$ cat src/rtl/sram_gen2_pkg.sv
// sram_gen2_pkg: shared definitions for the sram_gen2 block.
//   - DATA_W_DEF / ADDR_W_DEF : default data and address widths
//   - state_t                 : controller states (SWEEP clears the array, IDLE serves requests)
package sram_gen2_pkg;

  localparam int DATA_W_DEF = 8;
  localparam int ADDR_W_DEF = 3;

  typedef enum logic {
    SWEEP = 1'b0,
    IDLE  = 1'b1
  } state_t;

endpackage

$ cat src/rtl/sram_gen2_array.sv
// sram_gen2_array: DEPTH x DATA_W storage with one synchronous write port
// carrying byte-lane enables and one registered, read-first read port.
// Ports:
//   clk, rst_n      : clock, async active-low reset (read register only)
//   we, wadd, wdata : write enable, address, data
//   wbe             : per-byte write enables
//   re, radd        : read enable and address
//   rdata           : registered read data (holds when re=0)
module sram_gen2_array
  import sram_gen2_pkg::*;
#(
  parameter int DATA_W = DATA_W_DEF,
  parameter int ADDR_W = ADDR_W_DEF
) (
  input  logic                  clk,
  input  logic                  rst_n,
  input  logic                  we,
  input  logic [ADDR_W-1:0]     wadd,
  input  logic [DATA_W-1:0]     wdata,
  input  logic [DATA_W/8-1:0]   wbe,
  input  logic                  re,
  input  logic [ADDR_W-1:0]     radd,
  output logic [DATA_W-1:0]     rdata
);

  localparam int DEPTH = 1 << ADDR_W;
  localparam int LANES = DATA_W / 8;

  logic [DATA_W-1:0] mem_r [DEPTH];
  logic [DATA_W-1:0] rdata_r;

  // Byte-lane write port; the array itself has no reset and is cleared by the sweep.
  always_ff @(posedge clk) begin
    if (we) begin
      for (int i = 0; i < LANES; i++) begin
        if (wbe[i]) begin
          mem_r[wadd][8*i +: 8] <= wdata[8*i +: 8];
        end
      end
    end
  end

  // Read register; sampling mem_r on the same edge as the write gives read-first behaviour.
  always_ff @(posedge clk or negedge rst_n) begin
    if (!rst_n) begin
      rdata_r <= {DATA_W{1'b0}};
    end else if (re) begin
      rdata_r <= mem_r[radd];
    end
  end

  assign rdata = rdata_r;

endmodule

$ cat src/rtl/sram_gen2.sv
// sram_gen2: byte-enabled single-port SRAM wrapper with a clear sweep.
// After reset (or a clr request) the controller zeroes one word per cycle
// for DEPTH cycles while busy is high; requests arriving then are dropped
// and flagged on rej. In IDLE, wr/rd are forwarded to the storage array.
// Ports:
//   clk, rst_n       : clock, async active-low reset
//   wr, rd, add      : write/read requests sharing one word address
//   data_in, be      : write data and byte-lane enables
//   clr              : request to zero the whole array
//   data_out         : registered read data
//   rd_valid         : one-cycle pulse marking new data_out
//   busy             : high while the clear sweep runs
//   rej              : one-cycle pulse when a request was dropped during busy
module sram_gen2
  import sram_gen2_pkg::*;
#(
  parameter int DATA_W = DATA_W_DEF,
  parameter int ADDR_W = ADDR_W_DEF
) (
  input  logic                  clk,
  input  logic                  rst_n,
  input  logic                  wr,
  input  logic                  rd,
  input  logic [ADDR_W-1:0]     add,
  input  logic [DATA_W-1:0]     data_in,
  input  logic [DATA_W/8-1:0]   be,
  input  logic                  clr,
  output logic [DATA_W-1:0]     data_out,
  output logic                  rd_valid,
  output logic                  busy,
  output logic                  rej
);

  localparam int LANES = DATA_W / 8;
  localparam int DEPTH = 1 << ADDR_W;
  localparam logic [ADDR_W-1:0] LAST_ADDR = ADDR_W'(DEPTH - 1);
  localparam logic [ADDR_W-1:0] ONE_ADDR  = ADDR_W'(1);

  state_t              state_r, state_s;
  logic [ADDR_W-1:0]   cnt_r, cnt_s;
  logic                rd_valid_r;
  logic                rej_r, rej_s;
  logic                we_s, re_s;
  logic [ADDR_W-1:0]   wadd_s;
  logic [DATA_W-1:0]   wdata_s;
  logic [LANES-1:0]    wbe_s;

  // Next-state logic and steering of the array write port between sweep and user traffic.
  always_comb begin
    state_s = state_r;
    cnt_s   = cnt_r;
    we_s    = 1'b0;
    re_s    = 1'b0;
    rej_s   = 1'b0;
    wadd_s  = add;
    wdata_s = data_in;
    wbe_s   = be;
    case (state_r)
      SWEEP: begin
        we_s    = 1'b1;
        wadd_s  = cnt_r;
        wdata_s = {DATA_W{1'b0}};
        wbe_s   = {LANES{1'b1}};
        rej_s   = wr | rd;
        // The counter wraps to 0 naturally after the last address.
        cnt_s   = cnt_r + ONE_ADDR;
        if (cnt_r == LAST_ADDR) begin
          state_s = IDLE;
        end else begin
          state_s = SWEEP;
        end
      end
      IDLE: begin
        we_s = wr;
        re_s = rd;
        if (clr) begin
          state_s = SWEEP;
        end else begin
          state_s = IDLE;
        end
      end
      default: begin
        state_s = SWEEP;
        cnt_s   = {ADDR_W{1'b0}};
      end
    endcase
  end

  // Controller state, sweep counter and output pulse registers.
  always_ff @(posedge clk or negedge rst_n) begin
    if (!rst_n) begin
      state_r    <= SWEEP;
      cnt_r      <= {ADDR_W{1'b0}};
      rd_valid_r <= 1'b0;
      rej_r      <= 1'b0;
    end else begin
      state_r    <= state_s;
      cnt_r      <= cnt_s;
      rd_valid_r <= re_s;
      rej_r      <= rej_s;
    end
  end

  sram_gen2_array #(
    .DATA_W (DATA_W),
    .ADDR_W (ADDR_W)
  ) u_array (
    .clk   (clk),
    .rst_n (rst_n),
    .we    (we_s),
    .wadd  (wadd_s),
    .wdata (wdata_s),
    .wbe   (wbe_s),
    .re    (re_s),
    .radd  (add),
    .rdata (data_out)
  );

  assign rd_valid = rd_valid_r;
  assign rej      = rej_r;
  assign busy     = (state_r == SWEEP);

endmodule

$ cat config.mk
export PLATFORM = sky130hd
export DESIGN_NAME = sram_gen2
export DESIGN_NICKNAME = d
export VERILOG_FILES = /design/src/rtl/sram_gen2_pkg.sv /design/src/rtl/sram_gen2_array.sv /design/src/rtl/sram_gen2.sv
export SDC_FILE = /design/constraint.sdc
export NUM_CORES = 1
export LEC_CHECK = 0
export ABC_AREA = 1
export CORE_ASPECT_RATIO = 0.9
export CORE_UTILIZATION = 45
export DETAILED_ROUTE_END_ITERATION = 8
export SETUP_SLACK_MARGIN = 0.4
export SYNTH_ARGS = -nofsm -noshare
export SYNTH_HDL_FRONTEND = slang
export SYNTH_SLANG_ARGS = --single-unit
$ cat constraint.sdc
create_clock -name clk -period 1.8 [get_ports clk]
set_input_delay 0.18 -clock clk [delete_from_list [all_inputs] [get_ports clk]]
set_output_delay 0.18 -clock clk [all_outputs]
set_load 0.005 [all_outputs]
==> flow_metrics.env <==
export IMPL_status="finished clean"
export IMPL_arrival_ns=1.61
export IMPL_nets=418
export IMPL_gp_congestion=0.789
export IMPL_crit_chain="buf_6 -> o21ai_4 -> buf_6 -> nand2_4 -> nor2_4 -> buf_6"
export IMPL_dp_hpwl_microns=4870
export IMPL_clock_sinks=78
export IMPL_period_share_pct=85.4
export IMPL_diodes=0
export IMPL_overflow=0
export IMPL_fmax_ghz=0.651
export IMPL_drt_wl_total_microns=7770
export IMPL_start_util_pct=47.5
export IMPL_synth_cells=343
export IMPL_postRouteAntennaNets=0
export IMPL_dr_pass1_iters=4
export IMPL_synth_top_cell_by_area="edfxtp_1"
export IMPL_power_total_mw=6.70
export IMPL_syn_mean_instance_area_sq_um=10.0
export IMPL_switching_share_pct=32.3
export IMPL_antenna_found_initial=0
export IMPL_rsz0062_at_grt="true"
export IMPL_power_density_mw_per_mm2=1510
export IMPL_seqPwrFrac_pct=44.8
export IMPL_synth_top_area_share_pct=56.0
export IMPL_place_ws_ns=-0.151
export IMPL_io_pins=28
export IMPL_reg2regPathDepth=6
export IMPL_synth_area_sq_mm=0.00343
export IMPL_finClkSkew_ns=0.0109
export IMPL_die_x_microns=94.0
export IMPL_die_area_sq_mm=0.00797
export IMPL_post_drt_wl_per_cell_microns=15.6
export IMPL_final_common_cell="nand2_1"
export IMPL_finish_instance_area_sq_mm=0.00444
export IMPL_cp_required_ns=1.88
export IMPL_crit_path_end_kind="flop"
export IMPL_finalHoldViolCount=0
export IMPL_min_period_ns=1.54
export IMPL_path_class="reg2reg"
export IMPL_clk_latency_ns=0.36
export IMPL_regToRegSetupSlack_ns=0.26
export IMPL_utilization_pct=61.5
export IMPL_crit_start="state_r"
export IMPL_syn_to_final_growth_pct=29.4
export IMPL_coreArea_sq_mm=0.00722
export IMPL_r2r_end="u_array.mem_r[5][3]"
export IMPL_slew_viol_final=0
export IMPL_irDropWorstVdd_mv=0.713
export IMPL_grt_pass1_vias=2284
export IMPL_chipHeight_microns=84.8
export IMPL_ys_seq_area_share_pct=66.3
export IMPL_tns_ns=0
export IMPL_path_max_fanout=6
export IMPL_switchingPower_mw=2.16
export IMPL_fin_cells=497
export IMPL_ys_seq_elements=78
export IMPL_p_int_mw=4.54
export IMPL_crit_top_cell="buf_6"
export IMPL_cp_start_kind="flop"
export IMPL_rows=29
export IMPL_p_leak_nw=2.08
export IMPL_finalSetupViolations=0
export IMPL_slew_headroom_pct=74.9
export IMPL_vias=2386
export IMPL_syn_nets=362
export IMPL_h_tree_depth=3
export IMPL_grt_pass1_wl_microns=12000
export IMPL_drcViolationCount=0
export IMPL_drt_iter0_markers=156
export IMPL_clockBufferDepth=2
export IMPL_numCtsBuffers=9
export IMPL_postPlaceCellArea_sq_mm=0.00387
export IMPL_post_drt_via_cell_ratio=4.80
export IMPL_hold_path_class="in2async"
export IMPL_p_clk_share_pct=20.9
export IMPL_yosysUniqueCellTypes=17
export IMPL_grt_util_all_layers_pct=21.0
export IMPL_drv_cap=0
export IMPL_placedCellCount=472
export IMPL_drive_above_1_share_pct=19.3
export IMPL_ys_top_cells_by_area="edfxtp_1 56%, nand2_1 13%, dfrtp_1 10%, nand3_1 7.0%, inv_1 6.5%"
export IMPL_io_buffers=27
export IMPL_cts_clk_slew_worst_paths_ns=0.08
export IMPL_final_cell_mix="111 x nand2_1, 64 x edfxtp_1, 55 x inv_1"
export IMPL_cts_tree="built"
export IMPL_slowest_stage="dfrtp_2"
export IMPL_max_slew_worst_pin_slew_ns=0.377
export IMPL_r2r_start="state_r"
export IMPL_setup_ws_ns=0.263
export IMPL_slowest_delay_ns=0.47
export IMPL_root_buffer="clkbuf_8"
export IMPL_hold_ws_ns=0.134
export IMPL_grt_max_degree=34
export IMPL_yosysWarnings=0
export IMPL_pwr_share_comb_pct=34.2
[final cells by class]
type | count | area, sq um
clock buffers | 10 | 128
inverters | 63 | 260
multi-input cells | 189 | 968
repair buffers | 58 | 606
well taps | 93 | 116
clock inverters | 6 | 86.3
fillers | 572 | 2780
flip-flops and latches | 78 | 2270
[sequential cells by signal, summed over array words and instances, names as in the netlist]
signal,flops
rej,1
u_array.rdata,8
u_array.mem_r,64
state_r,1
cnt_r,3
rd_valid,1
[synth_stat cells]
master    number
nand2_1      120
edfxtp_1      64
inv_1         59
nand3_1       48
dfrtp_1       14
nor2_1        13
buf_4          7
buf_6          3
o21ai_1        3
buf_2          2
ha_1           2
inv_2          2
inv_6          2
buf_8          1
nand2_2        1
o21ai_0        1
xnor2_1        1
[critical path, delay by kind of cell, from the launching register on]
family                 cells  cell delay (ns)
AOI/OAI and AO/OA          1             0.16
and+or+nand+nor            2             0.19
DFF                        1             0.47
buffers and inverters      3             0.44
[worst max-delay path by stage]
stage | end | cells past startpoint
2_1_floorplan | u_array.mem_r[1][0] | 4
3_3_place_gp | u_array.mem_r[0][1] | 6
6_report | u_array.mem_r[5][3] | 6
5_1_grt | u_array.mem_r[3][7] | 8
3_5_place_dp | u_array.mem_r[0][4] | 6
4_1_cts | u_array.mem_r[4][2] | 6
[kinds of logic after synthesis]
kind of cell / count (synthesis) / share of synthesized area [%]
flops: 78 / 66.3
simple gates: 182 / 21.7
xor+xnor: 1 / 0.255
fa+ha+maj: 2 / 0.730
buf+inv: 76 / 10.4
compound gates: 4 / 0.583
[per-layer routing]
layer / up-vias / track usage, % / routed length [microns]
met5: - / 0 / 0
met1: 1102 / 28.9 / 3470
met4: 0 / 6.99 / 91
li1: 1195 / - / -
met2: 81 / 32.1 / 3720
met3: 8 / 6.18 / 490
[power by group through the flow]
stage               clock [mW]  sequential, mW  combinational [mW]
floorplan                    0            2.98               0.941
global placement             0            3.02                1.66
detailed placement           0            3.03                1.68
CTS                       1.43            3.00                2.01
global route              1.51            3.07                2.51
finish                    1.40            3.00                2.29
[timing repair]
item,in CTS,in global routing
hold buffers,0,0
setup buffers,4,4
resized for setup,46,35
pin swaps,9,10
cloned,0,1
hold endpoints to repair,0,0
setup endpoints to repair,76,126
No activity file was read; power rests on OpenSTA's default activity.
